[config.mk]
export PLATFORM = sky130hd
export DESIGN_NAME = x_demux_ddr_align
export DESIGN_NICKNAME = d
export VERILOG_FILES = /design/src/rtl/x_demux_ddr_align.sv
export SDC_FILE = /design/constraint.sdc
export NUM_CORES = 1
export LEC_CHECK = 0
export CORE_ASPECT_RATIO = 1.1
export CORE_UTILIZATION = 35
export DETAILED_ROUTE_END_ITERATION = 10
export HOLD_SLACK_MARGIN = 0.06
export SYNTH_ARGS = -nofsm -noshare
export SYNTH_HDL_FRONTEND = slang
export SYNTH_SLANG_ARGS = --single-unit
[constraint.sdc]
create_clock -name clock -period 2.2 [get_ports clock]
set_clock_uncertainty 0.2 [all_clocks]
set_input_delay 0.44 -clock clock [delete_from_list [all_inputs] [get_ports clock]]
set_output_delay 0.44 -clock clock [all_outputs]
set_load 0.01 [all_outputs]
[src/rtl/x_demux_ddr_align.sv]
// DDR input demultiplexer: splits an 80 MHz DDR stream into two 40 MHz slices,
// with a training FSM that picks the rise/fall pairing and a selectable output delay.
module x_demux_ddr_align #(
  parameter int unsigned         WIDTH     = 1,
  parameter int unsigned         MXDLY     = 3,
  parameter logic [2*WIDTH-1:0]  TRAIN_PAT = {WIDTH{2'b10}},
  parameter int unsigned         NMATCH    = 8,
  parameter int unsigned         TMO       = 255,
  localparam int unsigned        DW        = (MXDLY > 0) ? $clog2(MXDLY + 1) : 1
) (
  input  logic             clock,
  input  logic             aclr_n,
  input  logic [WIDTH-1:0] din,
  input  logic             sset,
  input  logic [DW-1:0]    delay,
  input  logic             train_start,
  output logic [WIDTH-1:0] dout1st,
  output logic [WIDTH-1:0] dout2nd,
  output logic             swapped,
  output logic             train_busy,
  output logic             train_done,
  output logic             train_fail
);

  localparam int unsigned PW = 2 * WIDTH;
  localparam int unsigned TW = $clog2(TMO + 1);
  localparam int unsigned CW = 8;

  typedef enum logic [1:0] {IDLE, SEARCH, LOCK, FAIL} state_t;

  logic [WIDTH-1:0] rise_q, fall_q, r1_q, f1_q, f1p_q;
  logic [PW-1:0]    stg_q [MXDLY+1];
  logic [DW-1:0]    dly_q, dly_nxt;

  state_t        state_q, state_d;
  logic [TW-1:0] timer_q, timer_d;
  logic [CW-1:0] cnt_n_q, cnt_n_d, cnt_s_q, cnt_s_d;
  logic          swapped_d, busy_d, done_d, fail_d;
  logic          match_n, match_s;

  // DDR capture: bare registers straight off the pin
  always_ff @(posedge clock or negedge aclr_n) begin
    if (!aclr_n)   rise_q <= '0;
    else if (sset) rise_q <= '1;
    else           rise_q <= din;
  end

  always_ff @(negedge clock or negedge aclr_n) begin
    if (!aclr_n)   fall_q <= '0;
    else if (sset) fall_q <= '1;
    else           fall_q <= din;
  end

  // Retime into the rising domain, pair the slices, then shift through the delay line
  always_ff @(posedge clock or negedge aclr_n) begin
    if (!aclr_n) begin
      r1_q  <= '0;
      f1_q  <= '0;
      f1p_q <= '0;
      for (int unsigned i = 0; i <= MXDLY; i++) stg_q[i] <= '0;
    end else if (sset) begin
      r1_q  <= '1;
      f1_q  <= '1;
      f1p_q <= '1;
      for (int unsigned i = 0; i <= MXDLY; i++) stg_q[i] <= '1;
    end else begin
      r1_q     <= rise_q;
      f1_q     <= fall_q;
      f1p_q    <= f1_q;
      stg_q[0] <= swapped ? {r1_q, f1p_q} : {f1_q, r1_q};
      for (int unsigned i = 1; i <= MXDLY; i++) stg_q[i] <= stg_q[i-1];
    end
  end

  // Out-of-range delay requests saturate at the last tap
  always_comb begin
    dly_nxt = delay;
    if (32'(delay) > MXDLY) dly_nxt = DW'(MXDLY);
  end

  always_ff @(posedge clock or negedge aclr_n) begin
    if (!aclr_n) dly_q <= '0;
    else         dly_q <= dly_nxt;
  end

  assign {dout2nd, dout1st} = stg_q[dly_q];

  assign match_n = ({f1_q, r1_q} == TRAIN_PAT);
  assign match_s = ({r1_q, f1p_q} == TRAIN_PAT);

  always_ff @(posedge clock or negedge aclr_n) begin
    if (!aclr_n) begin
      state_q    <= IDLE;
      timer_q    <= '0;
      cnt_n_q    <= '0;
      cnt_s_q    <= '0;
      swapped    <= 1'b0;
      train_busy <= 1'b0;
      train_done <= 1'b0;
      train_fail <= 1'b0;
    end else begin
      state_q    <= state_d;
      timer_q    <= timer_d;
      cnt_n_q    <= cnt_n_d;
      cnt_s_q    <= cnt_s_d;
      swapped    <= swapped_d;
      train_busy <= busy_d;
      train_done <= done_d;
      train_fail <= fail_d;
    end
  end

  // Training FSM: both pairings are scored in parallel; normal pairing wins ties
  always_comb begin
    state_d   = state_q;
    timer_d   = timer_q;
    cnt_n_d   = cnt_n_q;
    cnt_s_d   = cnt_s_q;
    swapped_d = swapped;
    done_d    = train_done;
    fail_d    = train_fail;
    case (state_q)
      IDLE: begin
        if (train_start) begin
          state_d = SEARCH;
          timer_d = '0;
          cnt_n_d = '0;
          cnt_s_d = '0;
          done_d  = 1'b0;
          fail_d  = 1'b0;
        end
      end
      SEARCH: begin
        if (train_start) begin
          timer_d = '0;
          cnt_n_d = '0;
          cnt_s_d = '0;
        end else begin
          timer_d = timer_q + TW'(1);
          if (!match_n)                     cnt_n_d = '0;
          else if (cnt_n_q != CW'(NMATCH))  cnt_n_d = cnt_n_q + CW'(1);
          if (!match_s)                     cnt_s_d = '0;
          else if (cnt_s_q != CW'(NMATCH))  cnt_s_d = cnt_s_q + CW'(1);
          if (cnt_n_q == CW'(NMATCH)) begin
            state_d   = LOCK;
            swapped_d = 1'b0;
          end else if (cnt_s_q == CW'(NMATCH)) begin
            state_d   = LOCK;
            swapped_d = 1'b1;
          end else if (timer_d == TW'(TMO)) begin
            state_d = FAIL;
          end
        end
      end
      LOCK: begin
        state_d = IDLE;
        done_d  = 1'b1;
      end
      FAIL: begin
        state_d = IDLE;
        fail_d  = 1'b1;
      end
      default: state_d = IDLE;
    endcase
    busy_d = (state_d == SEARCH);
  end

endmodule

# [Word level (Yosys, flattened, before mapping)]
# Cells that the tools add are included.
[word_totals] register_bits=45 in_bits=7 output_inout_bits=6
[op_classes] bitwise=2 eq_ne=14 n_reduce_logical=12 mux=31 n_lt_le_gt_ge=1 n_addsub=3
[op_table] op="$mux W8" n=9
[op_table] op="$pmux W8 S2" n=3
[op_table] op="$add A8 B1 Y8 const B" n=3
[op_table] op="$eq A8 B4 Y1 const B" n=2
[op_table] op="$mux W2" n=8
[op_table] op="$ne A8 B4 Y1 const B" n=2
[op_table] op="$reduce_and A3 Y1" n=3
[op_table] op="$eq A2 B2 Y1 const B" n=4
[op_table] op="$eq A8 B8 Y1 const B" n=1
[op_table] op="$ne A4 B4 Y1 const B" n=2
[op_table] op="$reduce_bool A2 Y1" n=4
[op_table] op="$mux W1" n=7
[op_table] op="$pmux W2 S3" n=1
[op_table] op="$reduce_and A2 Y1" n=3
[op_table] op="$bmux W2 S2" n=1
[op_table] op="$eq A2 B1 Y1 const B" n=2
[op_table] op="$pmux W1 S2" n=2
[op_table] op="$ge A3 B3 Y1 const B" n=1
[op_table] op="$not A2 Y3" n=1
[op_table] op="$logic_not A2 Y1" n=1
[op_table] op="$ne A2 B2 Y1 const B" n=1
[op_table] op="$reduce_or A2 Y1" n=1
[op_table] op="$not A1 Y1" n=1

# [Logic depth before layout (Yosys ltp)]
# Gate-level depths: netlist of run 1.
[depth] ltp_word=8 mapped_depth=6 mapped_depth_nobuf=6

==> results.cfg, run 1 <==
[clock_network]
cts_root_buffer = clkbuf_8
cts_buffers = 5
hold_buffers = 0
cts.htree.levels = 2
cts_tree = yes
clk-insertion-delay-late_ps = 290
cts_sinks = 45
clk_pin_slew_ps = 80
cts_buffer_depth = 2

[placement]
dp_hpwl_um = 2960
port-buffer-count = 12
routabilityCongestion = 0.751
place_ws_ps = -374

[floorplan]
row_count = 29
die_area_um2 = 6600
core_area_um2 = 5910
initial_core_util = 0.371
die-width_um = 77.5
die_h_um = 85.1
num_io_pins = 13

[final_layout]
syn_to_final_growth_pct = 16.7
seq_area_um2 = 1130
layout_commonest_cell = dfrtp_1
post-route-util = 0.433
antenna-diode-count = 0
drive_above_1_share = 0.167
fillers = 554
multiInputGateArea_um2 = 985
nets = 252
mostFrequentLayoutCells = 44 x dfrtp_1, 22 x o21ai_0, 17 x nand3_1

[detailed_routing]
drt-initial-drc-count = 101
vias = 1618
first_pass_iters = 4
wl_um = 4170
via_per_inst = 5.10
drc_errors = 0
antenna_left = 0
wl_per_cell_um = 13.1

[yosys]
synth_edf_count = 0
synth.distinct_cells = 45
synth_seq_area_share = 0.513
ys_seq_elements = 45
synth_area_leaders = dfrtp_1 50%, o21ai_0 5.0%, nand3_1 3.9%
async_flop_share = 1.00
syn_area_per_cell_um2 = 10.2
synth_top_area_share = 0.501
synth_cells = 215
yosys_warnings = 0
yosys.area.top_type = dfrtp_1
synth_flop_cell = dfrtp_1
mappedNetlistNets = 228
synth_area_um2 = 2200

[worst_setup_path]
crit_arrival_ps = 930
cp-start-kind = primary input
critPathKind = in -> reg
crit_slowest_cell = dlygate4sd2_1
startpoint = sset
r2r_start = fall_q
cp_data_required_time_ps = 1040
max_stage_delay_ps = 250
crit_path_max_fanout = 2
path_cells = dlygate4sd2_1, or2_4
path_buf_inv = 1
path_delay_family = buffers and inverters
end_kind = flop

[sta]
slew_viol_final = 0
worst_slew_pin_slew_ps = 559
timing.fmax_mhz = 477
postLayoutSetupSlackWorst_ps = 104
hold_viol = 0
finalSetupViolations = 0
period_minus_slack_ps = 2100
slew_headroom = 0.627
finalSetupTns_ps = 0
fin_hold_ws_ps = 83.1
min_period_over_period = 0.953
rsz0062_at_grt = false

[power]
peakVddDrop_mv = 0.250
p_leak_nw = 1.02
report.power.total_mw = 1.48
power_density_nw_per_um2 = 578

[grt]
gr-total-overflow = 0
antenna_found_initial = 0
grt_max_degree = 45
grt_pass1_wl_um = 7380
grt_pass1_vias = 1619
grt_usage = 0.144

[status]
status = finished clean

[min_path]
min_path_type = in -> async

[run]
maxCapViolations = 0
-- logic make-up (layout without fill, tap and decap cells) --
family | count (synthesis) | in the layout | synth area share
buf+inv | 19 | 44 | 0.0399
compound gates | 53 | 53 | 0.149
flops | 45 | 45 | 0.513
fa+ha+maj | 6 | 6 | 0.0342
mux | 2 | 2 | 0.0205
simple gates | 85 | 85 | 0.223
xor+xnor | 5 | 5 | 0.0199
-- path summary, 6_finish.rpt --
check | cells past startpoint | to | slack, ps
min reg2reg | 1 | r1_q | 230
min | 2 | timer_q[5] | 80
min in group clock | 1 | r1_q | 230
max reg2reg | 1 | f1_q | 200
max | 2 | fall_q | 100
max in group asynchronous | 1 | fall_q | 930
-- cell type report --
| cell class | instances | share of cell area |
|---|---|---|
| clock buffer | 7 | 0.0376 |
| clock inverter | 1 | 0.00195 |
| inverter | 12 | 0.0176 |
| multi-input combinational | 151 | 0.384 |
| sequential | 45 | 0.439 |
| tap | 77 | 0.0376 |
| timing repair buffer | 24 | 0.0815 |
-- cell usage after synthesis (all sizes together), types with 2 or more instances --
master    n
nor2b     2
o211ai    3
nand3    17
clkbuf    4
xnor2     3
a21oi     7
nor2     11
a211o     2
inv      12
ha        6
buf       3
o21ai    28
nand2    14
nor4      2
nand2b    3
a2bb2oi   2
nor3      4
nand4     6
nand4b    3
mux4      2
or3       2
or2      10
o22ai     3
and3      5
dfrtp    44
and2      2
xor2      2
-- state kept, by name (all words and copies together), names as in the netlist --
name / cells
cnt_n_q: 8
cnt_s_q: 8
stg_q: 8
timer_q: 8
dly_q: 2
state_q: 2
f1_q: 1
f1p_q: 1
fall_q: 1
r1_q: 1
rise_q: 1
swapped: 1
train_busy: 1
train_done: 1
train_fail: 1
-- per-stage QoR --
stage	cells	cell area, µm²
2_1_floorplan	215	2210
3_3_place_gp	308	2460
3_5_place_dp	308	2460
4_1_cts	317	2570
5_1_grt	317	2560
6_report	317	2560
-- routing by layer --
metal,global-route usage,vias up,routed length [µm]
li1,-,816,-
met1,0.184,791,2070
met2,0.234,9,1990
met3,0.0398,2,69
met4,0.0515,0,41
met5,0,-,0
-- where the power goes --
group,switching (mW),total (mW),leakage (nW),internal (mW)
clock,0.263,0.547,0.0542,0.284
sequential,0.0120,0.851,0.544,0.839
combinational,0.0492,0.0840,0.423,0.0348
total,0.324,1.48,1.02,1.16
-- timing repair --
action,CTS,global route
pin swaps,1,0
gates resized for setup,5,1
setup endpoints to repair,3,1
setup buffers,1,0
(Power assumes the default switching activity.)
==> run 2: changes to the inputs <==
Clock period 2.2 ns to 2.3 ns, I/O delays scaled along.
==> results.cfg, run 2 (synthesis gave the netlist of run 1 again) <==
[status]
status = finished clean

[floorplan]
initial_core_util = 0.371
row_count = 29
core_area_um2 = 5910
die_h_um = 85.1
die_area_um2 = 6600
die-width_um = 77.5
num_io_pins = 13

[sta]
slew_headroom = 0.629
hold_viol = 0
rsz0062_at_grt = false
finalSetupViolations = 0
postLayoutSetupSlackWorst_ps = 12.6
finalSetupTns_ps = 0
slew_viol_final = 0
worst_slew_pin_slew_ps = 556

[run]
maxCapViolations = 0

[final_layout]
mostFrequentLayoutCells = 44 x dfrtp_1, 22 x o21ai_0, 17 x nand3_1
final_cell_area_um2 = 2580
drive_above_1_share = 0.162
layout_commonest_cell = dfrtp_1
fin_cells = 318
nets = 253
syn_to_final_growth_pct = 17.7
fillers = 562
antenna-diode-count = 0

[grt]
antenna_found_initial = 0
grt_pass1_wl_um = 7400
grt_usage = 0.146
gr-total-overflow = 0
grt_pass1_vias = 1550
grt_max_degree = 45

[worst_setup_path]
crit_cells = 2
cp_data_required_time_ps = 1100
r2r_start = fall_q
end_kind = flop
crit_arrival_ps = 1080
worstRegToRegCells = 1
timing.rr.end = f1_q
rrSetupSlack_ps = 240
path_buf_inv = 1
critPathKind = in -> reg
path_cells = clkdlybuf4s50_1, or2_4
path_delay_family = buffers and inverters
cp-start-kind = primary input
crit_slowest_cell = clkdlybuf4s50_1
startpoint = din
crit_path_max_fanout = 2
max_stage_delay_ps = 400
crit_path_end = fall_q

[power]
peakVddDrop_mv = 0.241
report.power.total_mw = 1.48
power_frac_seq = 0.548
p_leak_nw = 1.02
power.switching_mw = 0.321
power_density_nw_per_um2 = 574
swShare = 0.216
p_int_mw = 1.16
combPwrFrac = 0.056
pwr-share-clk = 0.396

[clock_network]
cts_sinks = 45
clk_pin_slew_ps = 80
cts_buffer_depth = 2
cts_root_buffer = clkbuf_8
cts.htree.levels = 2
clk-insertion-delay-late_ps = 300
cts_buffers = 5
cts_tree = yes
hold_buffers = 0

[detailed_routing]
antenna_left = 0
via_per_inst = 5.14
wl_per_cell_um = 13.4
drt-initial-drc-count = 103
first_pass_iters = 4
drc_errors = 0
wl_um = 4280
vias = 1633

[placement]
dp_hpwl_um = 3030
place_ws_ps = -360
routabilityCongestion = 0.761
port-buffer-count = 12
placed_area_um2 = 2460
dp_cells = 308

[min_path]
min_path_type = in -> async
run 2: cell count changes in the layout (fill, tap and decap cells not counted):
cell,previous run,this run
buf_4,11,12
bufinv_16,0,1
clkbuf_1,0,1
clkbuf_2,1,0
clkbuf_8,7,5
clkdlybuf4s50_1,7,8
clkinv_2,1,0
clkinv_4,0,1
run 2: how the worst min path moves through the flow:
stage / from / endpoint / slack, ps / cells after the start
detailed placement: rise_q / r1_q / 210 / 1
floorplan: aclr_n / cnt_n_q[0] / -40 / 0
finish: aclr_n / cnt_n_q[3] / 90 / 2
global route: aclr_n / cnt_n_q[3] / 160 / 2
global placement: rise_q / r1_q / 230 / 1
CTS: aclr_n / timer_q[5] / 140 / 2
run 2: final cells by class:
cell class | count | area (µm²) | area share
inverters | 12 | 45.0 | 0.0174
clock inverters | 2 | 38.8 | 0.0150
repair buffers | 25 | 221 | 0.0857
well taps | 77 | 96.3 | 0.0373
multi-input cells | 151 | 985 | 0.381
flip-flops and latches | 45 | 1130 | 0.436
clock buffers | 6 | 72.6 | 0.0281
run 2: metal layers:
layer	part of all wire	routed length, µm	up-vias	track usage
met5	0	0	-	0
li1	-	-	819	-
met1	0.48	2070	794	0.198
met3	0.025	109	4	0.0398
met2	0.48	2050	16	0.222
met4	0.013	54	0	0.0566
run 2: timing repair:
item                       CTS  global route
resized for setup            3             0
setup endpoints to repair    3             1
gates cloned                 0             0
buffers inserted             1             1
pin swaps                    1             0
run 2: metrics by stage:
| step | hold WS, ps | util |
|---|---|---|
| after CTS | 137 | 0.436 |
| final | 91.7 | 0.437 |
| after detailed placement | 215 | 0.416 |
| after global placement | 226 | 0.416 |
| after global routing | 163 | 0.437 |
| after floorplan | -35.6 | - |
run 2: power by group through the flow:
stage	sequential (mW)	combinational (mW)	clock [mW]
2_1_floorplan	0.827	0.0415	0
3_3_place_gp	0.830	0.0821	0
3_5_place_dp	0.830	0.0832	0
4_1_cts	0.814	0.0837	0.618
5_1_grt	0.817	0.0950	0.646
6_report	0.814	0.0830	0.588
==> run 3: changes to the inputs <==
Clock period 2.3 ns to 2.6 ns, I/O delays scaled along.
==> results.cfg, run 3 (synthesis gave the netlist of run 1 again) <==
[worst_setup_path]
cp_data_required_time_ps = 1240
path_cells = clkdlybuf4s50_1, or2_4
r2r_start = fall_q
path_buf_inv = 1
rrSetupSlack_ps = 410
worstRegToRegCells = 1
end_kind = flop
crit_cells = 2
crit_arrival_ps = 1210
startpoint = sset
path_delay_family = buffers and inverters
crit_path_end = fall_q
cp-start-kind = primary input
crit_slowest_cell = clkdlybuf4s50_1
critPathKind = in -> reg
max_stage_delay_ps = 430
timing.rr.end = f1_q
crit_path_max_fanout = 2

[placement]
dp_cells = 304
placed_area_um2 = 2420
dp_hpwl_um = 2780
port-buffer-count = 12
routabilityCongestion = 0.802
place_ws_ps = -334

[floorplan]
num_io_pins = 13
die_h_um = 85.1
initial_core_util = 0.371
die-width_um = 77.5
core_area_um2 = 5910
die_area_um2 = 6600
row_count = 29

[sta]
hold_viol = 0
slew_headroom = 0.630
fin_hold_ws_ps = 146
finalSetupViolations = 0
slew_viol_final = 0
worst_slew_pin_slew_ps = 555
rsz0062_at_grt = false
finalSetupTns_ps = 0
postLayoutSetupSlackWorst_ps = 30.2

[clock_network]
clk_pin_slew_ps = 90
cts_buffer_depth = 2
cts_buffers = 5
cts_sinks = 45
cts_tree = yes
cts_resized = 1
clk-insertion-delay-late_ps = 290
postCtsSetupBuffers = 0
cts_root_buffer = clkbuf_8
cts.htree.levels = 2
hold_buffers = 0

[power]
peakVddDrop_mv = 0.273
report.power.total_mw = 1.42
p_leak_nw = 1.01
power_density_nw_per_um2 = 556
p_int_mw = 1.12
power_frac_seq = 0.506
power.switching_mw = 0.298
swShare = 0.210
combPwrFrac = 0.047
pwr-share-clk = 0.446

[grt]
grt_pass1_vias = 1619
grt_pass1_wl_um = 7250
gr-total-overflow = 0
grt_usage = 0.141
grt_max_degree = 45
antenna_found_initial = 0

[final_layout]
seq_area_um2 = 1130
nets = 247
multiInputGateArea_um2 = 985
fillers = 547
layout_commonest_cell = dfrtp_1
post-route-util = 0.432
syn_to_final_growth_pct = 16.5
mostFrequentLayoutCells = 44 x dfrtp_1, 22 x o21ai_0, 17 x nand3_1
final_cell_area_um2 = 2560
drive_above_1_share = 0.145
antenna-diode-count = 0
fin_cells = 312

[detailed_routing]
vias = 1618
wl_per_cell_um = 13.2
antenna_left = 0
drt-initial-drc-count = 63
drc_errors = 0
first_pass_iters = 4
wl_um = 4130
via_per_inst = 5.19

[status]
status = finished clean

[run]
maxCapViolations = 0

[min_path]
min_path_type = in -> async
## run 3: worst min path at each step
stage	startpoint	to	depth (start not counted)
floorplan	aclr_n	cnt_n_q[0]	0
global placement	rise_q	r1_q	1
detailed placement	rise_q	r1_q	1
CTS	aclr_n	timer_q[0]	2
global route	aclr_n	timer_q[0]	2
finish	aclr_n	timer_q[1]	2
## run 3: power by group through the flow
stage	clock, mW	combinational (mW)	sequential [mW]
4_1_cts	0.659	0.0702	0.720
6_report	0.635	0.0676	0.720
3_3_place_gp	0	0.0685	0.734
2_1_floorplan	0	0.0362	0.732
5_1_grt	0.680	0.0770	0.722
3_5_place_dp	0	0.0693	0.734
## run 3: area by class of cell
cell class,instances,area share
multi-input combinational,151,0.385
clock buffer,5,0.0269
timing repair buffer,19,0.0656
inverter,12,0.0176
tap,77,0.0377
clock inverter,3,0.0269
sequential,45,0.440
## run 3: routing by layer
metal / part of all wire / wire length (µm) / global-route usage
met1: 0.46 / 1890 / 0.170
met2: 0.49 / 2030 / 0.234
met3: 0.036 / 149 / 0.0290
met4: 0.016 / 65 / 0.0772
met5: 0 / 0 / 0
